--- config.mk ---
export PLATFORM = sky130hd
export DESIGN_NAME = mem_access_unit_flat
export DESIGN_NICKNAME = d
export VERILOG_FILES = /design/src/rtl/mem_pkg.sv /design/src/rtl/mem_access_unit_if.sv /design/src/rtl/mem_lane_align.sv /design/src/rtl/mem_access_unit.sv /design/src/flat_wrapper.sv
export SDC_FILE = /design/constraint.sdc
export NUM_CORES = 1
export LEC_CHECK = 0
export CORE_MARGIN = 1
export CORE_UTILIZATION = 44
export CTS_BUF_LIST = sky130_fd_sc_hd__clkbuf_8
export DETAILED_ROUTE_END_ITERATION = 6
export HOLD_SLACK_MARGIN = 0.03
export PLACE_DENSITY = 0.8
export SETUP_SLACK_MARGIN = 0.4
export SYNTH_ARGS = -nofsm -noshare
export SYNTH_HDL_FRONTEND = slang
export SYNTH_SLANG_ARGS = --single-unit
--- constraint.sdc ---
create_clock -name clk -period 2 [get_ports clk]
set_input_delay 0.3 -clock clk [delete_from_list [all_inputs] [get_ports clk]]
set_output_delay 0.3 -clock clk [all_outputs]
set_load 0.01 [all_outputs]
--- src/rtl/mem_pkg.sv ---
// mem_pkg: memory op codes, unit state encoding and RAM sizing shared by the load/store engine
package mem_pkg;
  localparam int unsigned DEPTH_WORDS_DEF = 16384;
  localparam logic [7:0] MEM_ERROR   = 8'd0;
  localparam logic [7:0] LOAD_BYTE   = 8'd1;
  localparam logic [7:0] LOAD_HALF   = 8'd2;
  localparam logic [7:0] LOAD_WORD   = 8'd3;
  localparam logic [7:0] LOAD_BYTE_U = 8'd4;
  localparam logic [7:0] LOAD_HALF_U = 8'd5;
  localparam logic [7:0] STORE_BYTE  = 8'd6;
  localparam logic [7:0] STORE_HALF  = 8'd7;
  localparam logic [7:0] STORE_WORD  = 8'd8;
  typedef enum logic [2:0] {IDLE, RD, RMW_RD, WR, RESP} state_e;
  function automatic logic access_err(input logic [7:0] op, input logic [31:0] addr, input int unsigned depth);
    return op == MEM_ERROR || op > STORE_WORD
      || ((op == LOAD_HALF || op == LOAD_HALF_U || op == STORE_HALF) && addr[0])
      || ((op == LOAD_WORD || op == STORE_WORD) && addr[1:0] != 2'b00)
      || {32'b0, addr} >= {30'b0, depth, 2'b00};
  endfunction
endpackage

--- src/rtl/mem_access_unit_if.sv ---
// mem_access_unit_if: core-side request/response port of the load/store engine
interface mem_access_unit_if;
  logic        req_valid;
  logic        req_ready;
  logic [7:0]  req_op;
  logic [31:0] req_addr;
  logic [31:0] req_wdata;
  logic        rsp_valid;
  logic [31:0] rsp_rdata;
  logic        rsp_err;
  modport master (output req_valid, req_op, req_addr, req_wdata, input req_ready, rsp_valid, rsp_rdata, rsp_err);
  modport slave (input req_valid, req_op, req_addr, req_wdata, output req_ready, rsp_valid, rsp_rdata, rsp_err);
endinterface

--- src/rtl/mem_lane_align.sv ---
// mem_lane_align: little-endian lane select with sign/zero extension for loads and byte/half merge for stores
module mem_lane_align
  import mem_pkg::*;
(
  input  logic [31:0] word_i,
  input  logic [1:0]  addr_i,
  input  logic [7:0]  op_i,
  input  logic [31:0] wdata_i,
  output logic [31:0] ld_data_o,
  output logic [31:0] st_word_o
);
  logic [4:0]  sh;
  logic [7:0]  b;
  logic [15:0] h;
  logic [31:0] bmask;
  logic [31:0] hmask;
  assign sh    = {addr_i, 3'b000};
  assign b     = 8'(word_i >> sh);
  assign h     = addr_i[1] ? word_i[31:16] : word_i[15:0];
  assign bmask = 32'h0000_00FF << sh;
  assign hmask = addr_i[1] ? 32'hFFFF_0000 : 32'h0000_FFFF;
  assign ld_data_o = op_i == LOAD_BYTE   ? {{24{b[7]}}, b}
                   : op_i == LOAD_BYTE_U ? {24'b0, b}
                   : op_i == LOAD_HALF   ? {{16{h[15]}}, h}
                   : op_i == LOAD_HALF_U ? {16'b0, h}
                   : word_i;
  assign st_word_o = op_i == STORE_BYTE ? (word_i & ~bmask) | ({24'b0, wdata_i[7:0]} << sh)
                   : op_i == STORE_HALF ? (word_i & ~hmask) | ({2{wdata_i[15:0]}} & hmask)
                   : wdata_i;
endmodule

--- src/rtl/mem_access_unit.sv ---
// mem_access_unit: single-outstanding load/store engine between the core memory port and a synchronous-read RAM
module mem_access_unit
  import mem_pkg::*;
#(
  parameter int unsigned DEPTH_WORDS = DEPTH_WORDS_DEF,
  parameter int unsigned ADDR_W      = $clog2(DEPTH_WORDS),
  parameter int unsigned RAM_LAT     = 1
) (
  input  logic              clk,
  input  logic              rst,
  mem_access_unit_if.slave  bus,
  output logic [ADDR_W-1:0] ram_addr_o,
  output logic              ram_wren_o,
  output logic [31:0]       ram_wdata_o,
  input  logic [31:0]       ram_rdata_i
);
  localparam int unsigned CNT_W = $clog2(RAM_LAT + 1);
  localparam logic [CNT_W-1:0] CNT_LAST = CNT_W'(RAM_LAT - 1);
  state_e            state_q;
  logic [7:0]        op_q;
  logic [1:0]        lane_q;
  logic [31:0]       wdata_q;
  logic              err_q;
  logic [CNT_W-1:0]  cnt_q;
  logic [31:0]       rsp_rdata_q;
  logic [31:0]       rsp_rdata_d;
  logic [ADDR_W-1:0] ram_addr_q;
  logic [31:0]       ld_data;
  logic [31:0]       st_word;
  logic              is_load;
  logic              acc_err;
  mem_lane_align u_align (
    .word_i    (ram_rdata_i),
    .addr_i    (lane_q),
    .op_i      (op_q),
    .wdata_i   (wdata_q),
    .ld_data_o (ld_data),
    .st_word_o (st_word)
  );
  assign acc_err = access_err(bus.req_op, bus.req_addr, DEPTH_WORDS);
  assign is_load = op_q >= LOAD_BYTE && op_q <= LOAD_HALF_U;
  // read data lands in the RESP/WR cycle itself, so it is used straight from the RAM port there
  assign rsp_rdata_d   = state_q == RESP ? (is_load && !err_q ? ld_data : '0) : rsp_rdata_q;
  assign bus.req_ready = state_q == IDLE;
  assign bus.rsp_valid = state_q == RESP;
  assign bus.rsp_err   = state_q == RESP && err_q;
  assign bus.rsp_rdata = rsp_rdata_d;
  assign ram_addr_o    = ram_addr_q;
  assign ram_wren_o    = state_q == WR;
  assign ram_wdata_o   = state_q == WR ? st_word : '0;
  always_ff @(posedge clk or negedge rst) begin
    if (!rst) begin
      state_q     <= IDLE;
      op_q        <= MEM_ERROR;
      lane_q      <= '0;
      wdata_q     <= '0;
      err_q       <= 1'b0;
      cnt_q       <= '0;
      rsp_rdata_q <= '0;
      ram_addr_q  <= '0;
    end else begin
      case (state_q)
        IDLE: if (bus.req_valid) begin
          op_q       <= bus.req_op;
          lane_q     <= bus.req_addr[1:0];
          wdata_q    <= bus.req_wdata;
          ram_addr_q <= bus.req_addr[ADDR_W+1:2];
          err_q      <= acc_err;
          cnt_q      <= '0;
          state_q    <= acc_err ? RESP
                      : bus.req_op == STORE_WORD ? WR
                      : bus.req_op == STORE_BYTE || bus.req_op == STORE_HALF ? RMW_RD
                      : RD;
        end
        RD, RMW_RD: begin
          cnt_q <= cnt_q + 1'b1;
          if (cnt_q == CNT_LAST) state_q <= state_q == RD ? RESP : WR;
        end
        WR: state_q <= RESP;
        RESP: begin
          rsp_rdata_q <= rsp_rdata_d;
          state_q     <= IDLE;
        end
        default: state_q <= IDLE;
      endcase
    end
  end
endmodule

--- src/flat_wrapper.sv ---
// flat-port wrapper written by rule: the top's interface ports become plain ports
module mem_access_unit_flat import mem_pkg::*;
#(
  parameter int unsigned DEPTH_WORDS = DEPTH_WORDS_DEF,
  parameter int unsigned ADDR_W      = $clog2(DEPTH_WORDS),
  parameter int unsigned RAM_LAT     = 1
)
  (clk, rst, ram_addr_o, ram_wren_o, ram_wdata_o, ram_rdata_i, bus_req_valid, bus_req_op, bus_req_addr, bus_req_wdata, bus_req_ready, bus_rsp_valid, bus_rsp_rdata, bus_rsp_err);
  mem_access_unit_if bus_i ();
  input  logic clk;
  input  logic rst;
  output logic [ADDR_W-1:0] ram_addr_o;
  output logic ram_wren_o;
  output logic [31:0] ram_wdata_o;
  input  logic [31:0] ram_rdata_i;
  input wire logic [$bits(bus_i.req_valid)-1:0] bus_req_valid;
  input wire logic [$bits(bus_i.req_op)-1:0] bus_req_op;
  input wire logic [$bits(bus_i.req_addr)-1:0] bus_req_addr;
  input wire logic [$bits(bus_i.req_wdata)-1:0] bus_req_wdata;
  output wire logic [$bits(bus_i.req_ready)-1:0] bus_req_ready;
  output wire logic [$bits(bus_i.rsp_valid)-1:0] bus_rsp_valid;
  output wire logic [$bits(bus_i.rsp_rdata)-1:0] bus_rsp_rdata;
  output wire logic [$bits(bus_i.rsp_err)-1:0] bus_rsp_err;
  assign bus_i.req_valid = bus_req_valid;
  assign bus_i.req_op = bus_req_op;
  assign bus_i.req_addr = bus_req_addr;
  assign bus_i.req_wdata = bus_req_wdata;
  assign bus_req_ready = bus_i.req_ready;
  assign bus_rsp_valid = bus_i.rsp_valid;
  assign bus_rsp_rdata = bus_i.rsp_rdata;
  assign bus_rsp_err = bus_i.rsp_err;
  mem_access_unit #(.DEPTH_WORDS(DEPTH_WORDS), .ADDR_W(ADDR_W), .RAM_LAT(RAM_LAT)) u_core (.clk(clk), .rst(rst), .bus(bus_i), .ram_addr_o(ram_addr_o), .ram_wren_o(ram_wren_o), .ram_wdata_o(ram_wdata_o), .ram_rdata_i(ram_rdata_i));
endmodule
[After elaboration in Yosys (flattened, before gate mapping)]
Cells that the tools add are included.
Widths: inputs -> output; s select.
Word-level totals
  flip-flop bits (word level): 93
  bits of input ports: 107
Cells by class
  add/sub/neg operators: 1
  magnitude comparators: 4
  equality and inequality tests: 18
  shift-type cells: 3
  multiplexer cells: 20
  bitwise gates (word level): 7
  reduce and logical (&&, ||, !) cells: 22
Operators with widths (number)
  $mux 32: 10
  $and 32x32->32: 3
  $not 32->32: 2
  $or 32x32->32: 2
  $eq 8x3->1 const B: 7
  $ge 32x17->1 const B: 1
  $shl 8x5->32: 1
  $shl 8x5->32 const A: 1
  $shr 32x5->8: 1
  $eq 8x2->1 const B: 3
  $mux 16: 1
  $mux 3: 5
  $pmux 3 s3: 1
  $eq 8x1->1 const B: 1
  $eq 8x4->1 const B: 1
  $ge 8x1->1 const B: 1
  $gt 8x4->1 const B: 1
  $le 8x3->1 const B: 1
  $logic_not 8->1: 1
  $logic_or 1x1->1: 8
  $eq 3x2->1 const B: 2
  $reduce_and 2->1: 3
  $logic_and 1x1->1: 5
  $ne 2x2->1 const B: 2
  10 further kinds: 11

[Depth between registers and ports, before layout]
  word-level depth: 10
  depth in mapped cells: 9
  depth with buffers taken out: 6

[Cells and area by module]
Synthesis repeated with hierarchy kept, for this count alone.
Unflattened totals
  cell total of the unflattened synthesis: 546
  area, all modules: 5814.3 µm²
By module, submodules not included
  mem_access_unit: instances 1, cells each 325, area an instance 4339.2 µm², sequential area each 2327.2 µm²
  mem_lane_align: instances 1, cells each 221, area an instance 1475.2 µm², sequential area each 0.0 µm²

[Least setup slack after synthesis]
Ideal clock, no wire load.
  path type: register -> output
  start: reg u_core.op_q[1]
  end: out ram_wdata_o[11]
  data arrival time: 1.801 ns
  setup slack: -0.101 ns
  stages on the path, launching flop included: 6
  path through: dfrtp_1 > and2_1 > nand3_1 > clkbuf_1 > o22ai_1 > a2111oi_0
Between the ends
  word-level cells in the longest chain between the ends: 4
  elaborated cells between the ends (all ways): 5
  those cells by class: eq/ne: 2; mux: 3
Ends and longest elaborated chain
  from (decl): RTL line mem_access_unit.sv:20  | logic [7:0] op_q;
  from (signal assigned): RTL line mem_access_unit.sv:64  | op_q <= bus.req_op;
  $eq 8x3->1: RTL line mem_lane_align.sv:28  | : op_i == STORE_HALF ? (word_i & ~hmask) | ({2{wdata_i[15:0]}} & hmask)
  $mux 32: RTL line mem_lane_align.sv:28
  $mux 32 (*): RTL line mem_lane_align.sv:27  | assign st_word_o = op_i == STORE_BYTE ? (word_i & ~bmask) | ({24'b0, wdata_i[7:0]} << sh)
  $mux 32 (*): RTL line mem_access_unit.sv:50  | assign ram_wdata_o = state_q == WR ? st_word : '0;
  to (decl): RTL line flat_wrapper.sv:14  | output logic [31:0] ram_wdata_o;
Every way passes the cells marked *; elsewhere a longest branch is shown, timed or not.

[Final worst setup path]
  start: reg u_core.lane_q[1]
  end: out ram_wdata_o[25]
Between the ends
  word-level cells in the longest chain between the ends: 7
  elaborated cells between the ends (all ways): 13
  those cells by class: shift: 2; mux: 4; bitwise: 7
Ends and longest elaborated chain
  from (decl): RTL line mem_access_unit.sv:21  | logic [1:0] lane_q;
  from (signal assigned): RTL line mem_access_unit.sv:65  | lane_q <= bus.req_addr[1:0];
  branches (longest 5 deep; another with $shl 8x5->32)
  $mux 32 (*): RTL line mem_lane_align.sv:27
  $mux 32 (*): RTL line mem_access_unit.sv:50
Every way passes the cells marked *.

==> out/summary.md <==
The flow ran to the end, but the final reports show violations. The checks that failed: negative setup slack. The routed wirelength normalized by instance count is 28.0 um. Compared with the post-synthesis result, the final layout area differs by 98.3%. The number of buffers created by CTS was 9. For this run, design rule violations remaining after detail routing come to 0. Setup repair after global routing could not meet its margin everywhere.

After clock tree synthesis, the clock-pin slew on the worst setup and hold paths is 0.10 ns. Summed over all layers, the global routing overflow is 0. The synthesized netlist occupies a cell area of 5840 sq um.

For the final weighted congestion of routability-driven global placement, the log shows 0.986. The worst-case clock skew is 0.0113 ns. The final cell utilization of the core is 0.907.

The min-delay analysis places its worst path in the category input port to register. The share of the clock period used by the worst path was 1.44; the number of port buffers was 188. The tools report the final hold violation count as 0. The share of synthesized area spent on multiplexers is 0.0602, and the count of antenna-violating nets left after detailed routing is 0. The synthesized design spends more area on one cell type than any other, namely sky130_fd_sc_hd__dfrtp_1. In this run the mean area of a mapped cell was 8.48 sq um.

The number of buffers and inverters on the critical path came out at 3. After synthesis, the cell types taking the most area are sky130_fd_sc_hd__dfrtp_1 40%, sky130_fd_sc_hd__nand2_1 13%, sky130_fd_sc_hd__mux4_2 3.1%, sky130_fd_sc_hd__o211ai_1 3.1%, sky130_fd_sc_hd__nand3_1 3.0%. The number of H-tree levels was 3.

The cell class contributing the biggest share of worst-path delay is compound AO/OA/AOI/OAI gates. The tree built by TritonCTS fans out to 93 sinks. The tools report the number of antenna violations at the first check in global routing as 3. The critical path start-end classification was register to output port. Transition at the pin with the smallest max-transition slack: 0.622 ns. The adder-cell share of the synthesized area works out to 0.00171. The run gives 0.488 mV as the maximum vdd ir drop.

The post-layout worst setup margin was -0.874 ns. Portion of the post-synthesis area used by sequential elements: 0.398. Across all hold checks on the routed design, the worst slack comes to 0.251 ns. The tools report the DRC violation total after the first TritonRoute iteration as 1012. The startpoint identified for the worst register-to-register timing path is u_core.lane_q[1]. With fillers left out, the area of the finished cells amounts to 11600 sq um. In the synthesized netlist the dominant register cell turns out to be sky130_fd_sc_hd__dfrtp_1.

Of all nets on the critical path, the largest fanout is 16. Share of async-settable or async-resettable flops after synthesis: 1.00. The tightest slew margin relative to the limit came out at 0.585. The global-route usage over all layers was 0.377; the area share of and/or/nand/nor cells after synthesis was 0.275.

The clock root buffer is sky130_fd_sc_hd__clkbuf_8. The type of element capturing the critical path is an output port. After detailed routing, the number of vias per cell comes to 6.70. The logs give 0.458 for the effective utilization at floorplan and 0 for the total of max-cap violations.

The run gives 12800 sq um as the floorplan core area. The final critical path time including I/O delays and setup works out to 2.87 ns. Data on the critical path is required at its endpoint by 1.70 ns.

The number of vias in the routed layout was 8421; the final setup violation count was 89. For the post-route non-filler standard cell count, the log shows 1257. In this run the worst setup path begins at u_core.lane_q[1].

The cell leakage power is 5.68 nW, and the count of pins on the block boundary is 189. Once placement finished, the instance area stood at 9240 sq um. The tools report the net count after synthesis as 796.

The reg2reg setup slack came out at -0.24 ns. The signal on the critical path passes through buf_6 > buf_4 > nand2_1 > o22ai_1 > a211o_1 > a21oi_2 > buf_2. The run gives 2 as the number of buffers on the longest clock path.

The fraction of final layout cells with drive strength greater than 1 was 0.529. Clock insertion delay at the later pin of the skew report: 0.40 ns. The area fraction in compound gates after synthesis is 0.212.

Including well taps, the total number of placed cells is 1147. The number of pins exceeding their max-slew limit in the final report is 0. In this run the power density over the cells is 532 nW/um^2.

The y dimension of the die is 117 um. The delay of the slowest cell on the worst path came out at 0.48 ns. The slowest stage of the critical path is the sky130_fd_sc_hd__dfrtp_2 cell. At the placement stage, the worst setup path has a slack of -0.875 ns. Startpoint of the worst hold path: bus_req_op[4]. In the final design database the tool counted 1187 nets.

The first global-routing pass estimated 38800 um of wire. The floorplan step defined a die boundary enclosing 13700 sq um. In this run, synthesis inferred 0 flip-flops with an integrated enable. After synthesis, the largest family of logic cells by area is simple AND/OR/NAND/NOR gates. STA classifies the critical path startpoint as a register. The wire-length estimate of the detail-placed layout is 16600 um. The number of synthesized register bits came out at 93.

Wires add up to 35200 um. TritonCTS built the clock tree. The area share of xor/xnor cells in the synthesized design came out at 0. The first TritonRoute pass finished after 6 iterations. Entering global routing, the biggest net connects 54 pins. The logs give 64 for the number of distinct standard cells referenced by the synthesized netlist and 2.57 ns for the arrival time at the worst endpoint.

Total power: 6.17 mW. Timing would allow up to 348 MHz. Setup total negative slack on the finished layout was measured at -44.82 ns. The area share of the largest cell type after synthesis works out to 0.398.

From left edge to right edge, the die measures 117 um. The yosys synthesis warning count is 0, and the number of global-route vias before repair is 7517. The floorplan has 41 rows.

The cell count after synthesis was 689.
-- placed cells by master (no fill, tap or decap), types with 5 or more instances in the layout --
master,Yosys,routed
sky130_fd_sc_hd__buf_4,5,144
sky130_fd_sc_hd__nand2_1,200,107
sky130_fd_sc_hd__clkdlybuf4s50_1,0,104
sky130_fd_sc_hd__dfrtp_1,93,88
sky130_fd_sc_hd__buf_6,6,69
sky130_fd_sc_hd__buf_2,21,58
sky130_fd_sc_hd__nand2_2,1,49
sky130_fd_sc_hd__nand2_4,0,45
sky130_fd_sc_hd__o211ai_1,24,24
sky130_fd_sc_hd__buf_12,0,22
sky130_fd_sc_hd__nor2_1,42,20
sky130_fd_sc_hd__nand3_1,35,19
sky130_fd_sc_hd__o22ai_1,22,18
sky130_fd_sc_hd__nor2b_1,20,16
sky130_fd_sc_hd__nor2_4,0,15
sky130_fd_sc_hd__a2111oi_4,0,15
sky130_fd_sc_hd__a221o_1,14,14
sky130_fd_sc_hd__a21oi_2,0,14
sky130_fd_sc_hd__mux2i_1,16,14
sky130_fd_sc_hd__nand3_2,0,12
sky130_fd_sc_hd__dlygate4sd2_1,0,12
sky130_fd_sc_hd__nand2b_1,12,11
sky130_fd_sc_hd__clkbuf_8,0,11
sky130_fd_sc_hd__a211oi_2,0,10
sky130_fd_sc_hd__a21o_1,10,9
sky130_fd_sc_hd__o31ai_2,0,9
sky130_fd_sc_hd__mux4_2,8,8
sky130_fd_sc_hd__nor2_2,1,8
sky130_fd_sc_hd__o21ai_2,1,7
sky130_fd_sc_hd__a211o_1,7,7
sky130_fd_sc_hd__inv_1,6,6
sky130_fd_sc_hd__buf_16,0,6
sky130_fd_sc_hd__buf_8,0,6
sky130_fd_sc_hd__clkbuf_16,0,5
sky130_fd_sc_hd__dfrtp_2,0,5
-- cells in the mapped netlist (16+ instances only) --
| cell type | n |
|---|---|
| sky130_fd_sc_hd__o211ai_1 | 24 |
| sky130_fd_sc_hd__a21oi_1 | 18 |
| sky130_fd_sc_hd__nand3_1 | 35 |
| sky130_fd_sc_hd__nand2_1 | 200 |
| sky130_fd_sc_hd__mux2i_1 | 16 |
| sky130_fd_sc_hd__buf_2 | 21 |
| sky130_fd_sc_hd__dfrtp_1 | 93 |
| sky130_fd_sc_hd__o22ai_1 | 22 |
| sky130_fd_sc_hd__clkbuf_1 | 18 |
| sky130_fd_sc_hd__nor2b_1 | 20 |
| sky130_fd_sc_hd__nor2_1 | 42 |
-- report_power, final --
group / internal [mW] / leakage (nW) / total, mW / switching [mW]
sequential: 2.04 / 1.19 / 2.25 / 0.210
clock: 0.636 / 0.0988 / 1.38 / 0.744
combinational: 1.14 / 4.39 / 2.54 / 1.39
-- layout make-up --
cell class	count	area, sq um
Timing Repair Buffer	430	4160
Inverter	7	36.3
Tap cell	172	215
Fill cell	439	1180
Antenna cell	1	2.50
Multi-Input combinational cell	539	4640
Clock buffer	11	151
Sequential cell	93	2330
Clock inverter	4	48.8
-- sequential cells by signal, summed over array words and instances, names as in the netlist --
signal              cells
u_core.err_q            1
u_core.rsp_rdata_q     32
u_core.state_q          3
u_core.op_q             8
u_core.ram_addr_o      14
u_core.wdata_q         32
u_core.lane_q           2
u_core.cnt_q            1
-- layer usage --
metal	up-vias	track usage	part of all wire
met2	830	0.612	0.44
met1	3988	0.449	0.32
met3	322	0.0644	0.13
met5	-	0	0
met4	0	0.289	0.10
li1	3281	-	-
-- path summary, 6_finish.rpt --
| check | to | cells past startpoint |
|---|---|---|
| worst max-delay path | ram_wdata_o[25] | 7 |
| worst min-delay path | u_core.op_q[4] | 3 |
| max in group asynchronous | u_core.wdata_q[10] | 3 |
| worst max register to register | u_core.rsp_rdata_q[19] | 8 |
| worst min register to register | u_core.ram_addr_o[7] | 2 |
| min in group asynchronous | u_core.rsp_rdata_q[20] | 2 |
-- kinds of logic after synthesis --
kind of cell,after synthesis
adder cells (fa/ha/maj),1
AO/OA/AOI/OAI,168
flip-flops,93
AND/OR/NAND/NOR,344
buffers and inverters,58
multiplexers,25
-- what timing repair did --
action,CTS,global route
pin swaps,83,70
endpoints found under the hold margin,30,0
gates cloned,8,6
setup buffers,52,27
setup endpoints to repair,161,162
hold buffers,1,0
resized for setup,437,223
-- worst register-to-register path, stage by stage (launching register included) --
cell	delay [ns]
sky130_fd_sc_hd__dfrtp_2	0.48
sky130_fd_sc_hd__mux4_2	0.41
sky130_fd_sc_hd__nor4b_4	0.41
sky130_fd_sc_hd__nand2_4	0.22
sky130_fd_sc_hd__clkbuf_16	0.23
sky130_fd_sc_hd__buf_6	0.12
sky130_fd_sc_hd__buf_6	0.10
sky130_fd_sc_hd__buf_6	0.11
sky130_fd_sc_hd__nand3_1	0.10
Note: power is estimated with default switching activity, not from simulation.
==> patch 1 (config.mk and constraints unchanged) <==
Set the package constant `DEPTH_WORDS_DEF` to 32768 (it was 16384).
--- a/src/rtl/mem_pkg.sv
+++ b/src/rtl/mem_pkg.sv
@@ -1,6 +1,6 @@
 // mem_pkg: memory op codes, unit state encoding and RAM sizing shared by the load/store engine
 package mem_pkg;
-  localparam int unsigned DEPTH_WORDS_DEF = 16384;
+  localparam int unsigned DEPTH_WORDS_DEF = 32768;
   localparam logic [7:0] MEM_ERROR   = 8'd0;
   localparam logic [7:0] LOAD_BYTE   = 8'd1;
   localparam logic [7:0] LOAD_HALF   = 8'd2;
Ports: changed (resized ram_addr_o); port bits go from 189 to 190. The function was not compared with the original's and may differ.
==> patch 1 against the unedited design <==
  * The flow still finishes with violations (negative setup slack)
  * Sequential cell count up 1
  * Critical path depth stayed put
  * Fmax fell by 1.0%
  * Clock skew down 0.0054 ns
  * Synthesized area rose by 5.2%
  * Wire length shrank 23%
  * Core utilization down 8.6 points
  * Design area fell by 4.7%
  * Sequential share of layout area up 1.2 points
  * Worst setup slack got worse by 0.029 ns
  * Non-clock buffer count shrank 36
  * Total power down 8.7%
  * Via count down 16%
==> patch 1: results (changes against the unedited design) <==
Outcome
  • Status: finished, violations left
  • Failing checks: negative setup slack

Worst setup path
  • Register-to-Register Path Depth: 10 (+2)
  • Reg2reg start: u_core.op_q[7]$_DFFE_PN0P_
  • CP max stage cell: or4_4
  • Worst setup path endpoint: bus_rsp_rdata[16]
  • Crit path max fanout: 23 (+7)
  • WS Path Type: flip-flop to output pin
  • Worst reg-to-reg setup slack: -0.59 ns (-0.35 ns)
  • Crit path DAT: 2.60 ns (+0.03 ns)
  • Biggest cell delay along the critical path: 0.60 ns (+0.12 ns)
  • FF-to-FF End: u_core.rsp_rdata_q[0]$_DFFE_PN0P_

Cells and area
  • ANT cells: 0 (-1)
  • Final instance area: 11000 um2 (-4.7%)
  • Clk tree area frac: 0.0165 (-0.000737)
  • #MultiIn Comb: 483 (-10%)
  • Seq. cell area: 2350 um2 (+0.86%)
  • CLK BUF: 10 (-1)
  • Fill count: 789 (+80%)
  • Multi-input gate area: 4490 um2 (-3.2%)
  • Non-clock buffer share: 0.341 (-0.0184)
  • Ratio of cells with drive above 1 in the final layout: 0.479 (-0.0497)
  • # nets final: 1096 (-7.7%)
  • Non-clock buffer count: 394 (-8.4%)

Power and ir drop
  • Leakage: 5.01 nW (-12%)
  • Worst vdd ir: 0.437 mV (-10%)

Clock network
  • Postcts setup bufs: 30 (-42%)
  • Gates resized, CTS repair: 367 (-16%)

Min path
  • Hold crit path type: input pin to async pin

Logic synthesis
  • Register area share after synthesis: 0.383 (-0.0157)
  • Ranking of synthesized cells by area: dfrtp_1, mux2_2, o211ai_1
  • Synth unique cells: 54 (-16%)
  • Number of flops mapped to enable cells by yosys: 0 (unchanged)
  • Top cells by count, synth: dfrtp_1, nand2_1, mux2_2
  • Net Count, Synth: 745 (-6.4%)
  • Synth Register Bits: 94 (+1.1%)

Placement
  • Final Wtd Congestion: 0.941 (-4.5%)
  • Placed cell areas: 9850 um2 (+6.6%)
  • Port bufs: 189 (+0.53%)
  • Post-DP HPWL: 17400 um (+4.8%)
  • Pre-CTS setup slack: -1.01 ns (-0.135 ns)

Detailed routing
  • DR pass1 iterations: 7 (+1)
  • WL final: 26900 um (-23%)
  • Vias: 7109 (-16%)
  • Starting DRT DRC Count: 638 (-37%)

Global route
  • First-pass GRT wire length: 38600 um (-0.46%)
  • Largest net degree at the start of global routing: 40 (-26%)
  • Antenna violations before repair: 0 (-3)
  • Total track usage: 0.352 (-0.0249)

Timing
  • Slew margin rel.: 0.499 (-0.0862)
  • Worst setup margin: -0.904 ns (-0.0295 ns)
  • Setup Viol. Count Final: 97 (+9.0%)
  • Setup TNS: -58.41 ns (-13.58 ns)
  • Clock Skew: 0.00594 ns (-0.00541 ns)
## patch 1: per-layer routing
metal  GRT usage  vias to the layer above  part of all wire
met5           0                        -                 0
met4       0.166                        0             0.051
met3      0.0693                      102             0.083
met2       0.598                      456              0.49
met1       0.431                     3452              0.38
li1            -                     3099                 -
## patch 1: stage by stage
| stage | util | std cells |
|---|---|---|
| global route | 0.821 | 1170 |
| finish | 0.821 | 1170 |
| floorplan | - | 638 |
| global placement | 0.732 | 1101 |
| CTS | 0.781 | 1156 |
| detailed placement | 0.732 | 1101 |
## patch 1: cells by family (layout without fill, tap and decap cells)
kind of cell,Yosys count,count (layout),share of synthesized area
AO/OA/AOI/OAI,188,189,0.212
AND/OR/NAND/NOR,181,181,0.151
buffers and inverters,62,417,0.0425
flip-flops,94,94,0.383
multiplexers,112,112,0.211
XOR/XNOR,1,1,0.00142
## patch 1: worst max-delay path, delay by kind of cell, from the launching register on
family                 cells  cell delay, ns
AOI/OAI and AO/OA          2            0.39
buffers and inverters      3            0.55
DFF                        1            0.41
and+or+nand+nor            2            0.86
## patch 1: worst min-delay path by stage
stage,slack (ns),to,from,cells after the start
final,0.45,u_core.rsp_rdata_q[30]$_DFFE_PN0P_,rst,2
after global routing,0.48,u_core.rsp_rdata_q[26]$_DFFE_PN0P_,rst,2
after CTS,0.46,u_core.rsp_rdata_q[30]$_DFFE_PN0P_,rst,2
after detailed placement,0.33,u_core.rsp_rdata_q[30]$_DFFE_PN0P_,rst,1
after global placement,0.33,u_core.rsp_rdata_q[26]$_DFFE_PN0P_,rst,1
after floorplan,0.004,u_core.cnt_q$_DFFE_PN0P_,rst,0
## patch 1: where the power goes
group | internal, mW | switching (mW) | leakage [nW]
sequential | 2.07 | 0.183 | 1.18
clock | 0.494 | 0.757 | 0.0966
combinational | 1.13 | 0.999 | 3.74
==> patch 2 (same flow settings) <==
Made on the original files. Re-encode `state_e` (5 states) as one-hot, 5 bits wide.
--- a/src/rtl/mem_pkg.sv
+++ b/src/rtl/mem_pkg.sv
@@ -10,7 +10,7 @@
   localparam logic [7:0] STORE_BYTE  = 8'd6;
   localparam logic [7:0] STORE_HALF  = 8'd7;
   localparam logic [7:0] STORE_WORD  = 8'd8;
-  typedef enum logic [2:0] {IDLE, RD, RMW_RD, WR, RESP} state_e;
+  typedef enum logic [4:0] {IDLE = 5'b00001, RD = 5'b00010, RMW_RD = 5'b00100, WR = 5'b01000, RESP = 5'b10000} state_e;
   function automatic logic access_err(input logic [7:0] op, input logic [31:0] addr, input int unsigned depth);
     return op == MEM_ERROR || op > STORE_WORD
       || ((op == LOAD_HALF || op == LOAD_HALF_U || op == STORE_HALF) && addr[0])
Check against the original RTL: same outputs for any inputs over 4 cycles, from zero or initial values and one cycle with rst low; so few cycles prove little.
==> patch 2 against the unedited design <==
  * The run now fails in global routing
  * Synthesized cell count is 1.6% higher
  * Synthesized area hardly changed
==> patch 2: results (changes against the unedited design) <==
Global route
  • Total track usage: 0.773
  • Total grt overflow: 7
  • Largest net degree at the start of global routing: 43

Logic synthesis
  • Post-synthesis compound-gate area fraction: 0.198 (-0.0146)
  • Synth Flop Type: dfrtp_1
  • Post-synthesis async set-or-reset flop share: 1.00 (unchanged)
  • Synth unique cells: 63 (-1.6%)
  • Cell count after synthesis: 700 (+1.6%)
  • YS warnings: 0 (unchanged)
  • Post-synthesis mux area share: 0.0911 (+0.0309)
  • Register area share after synthesis: 0.407 (+0.00913)
  • Ranking of synthesized cells by area: dfrtp_1, nand2_1, mux2i_1
  • Post-synthesis xor/xnor area fraction: 0.00600 (+0.00600)
  • Top cells by count, synth: nand2_1, dfrtp_1, nor2_1
  • Net Count, Synth: 807 (+1.4%)
  • Post-Synth Adder-Cell Area: 0 (-0.00171)

Timing
  • Worst EP kind: primary output
  • GRT repair_timing worst endpoint: bus_rsp_rdata[22]

Clock network
  • CTS buffer count: 9 (unchanged)
  • H-tree depth: 3 (unchanged)
  • Clock sink total: 95 (+2.2%)
  • Root buf cell: clkbuf_8
  • Maximum root-to-sink buffer count: 2 (unchanged)

Placement
  • Placed cell areas: 9330 um2 (+0.95%)
  • Post-DP HPWL: 16200 um (-2.5%)
  • Final Wtd Congestion: 0.994 (+0.81%)
  • Port bufs: 188 (unchanged)
  • # placed instances: 1158 (+0.96%)

Floorplan
  • Cell row count: 41 (unchanged)

Outcome
  • Log Error: [ERROR GRT-0232] Routing congestion too high. Check the congestion heatmap in the GUI.
  • Failed at: global routing
  • Status: stopped before the end
## patch 2: kinds of logic after synthesis
kind of cell / count (synthesis)
mux: 42
flops: 95
simple gates: 331
buf+inv: 60
xor+xnor: 4
compound gates: 168
## patch 2: repair_timing
| action | CTS |
|---|---|
| gates cloned | 17 |
| hold buffers | 1 |
| endpoints found under the setup margin | 160 |
| pin swaps | 115 |
| resized for setup | 517 |
| endpoints found under the hold margin | 39 |
| buffers inserted | 58 |
## patch 2: metrics by stage
step	hold WS (ns)	worst slack [ns]
global placement	0.325	-0.853
floorplan	0.00441	-0.302
CTS	0.429	-0.842
detailed placement	0.333	-0.880
## patch 2: routing by layer
layer  track usage  overflow
met1         0.762         0
met2         0.895         5
met3         0.693         0
met4         0.749         2
met5         0.430         0
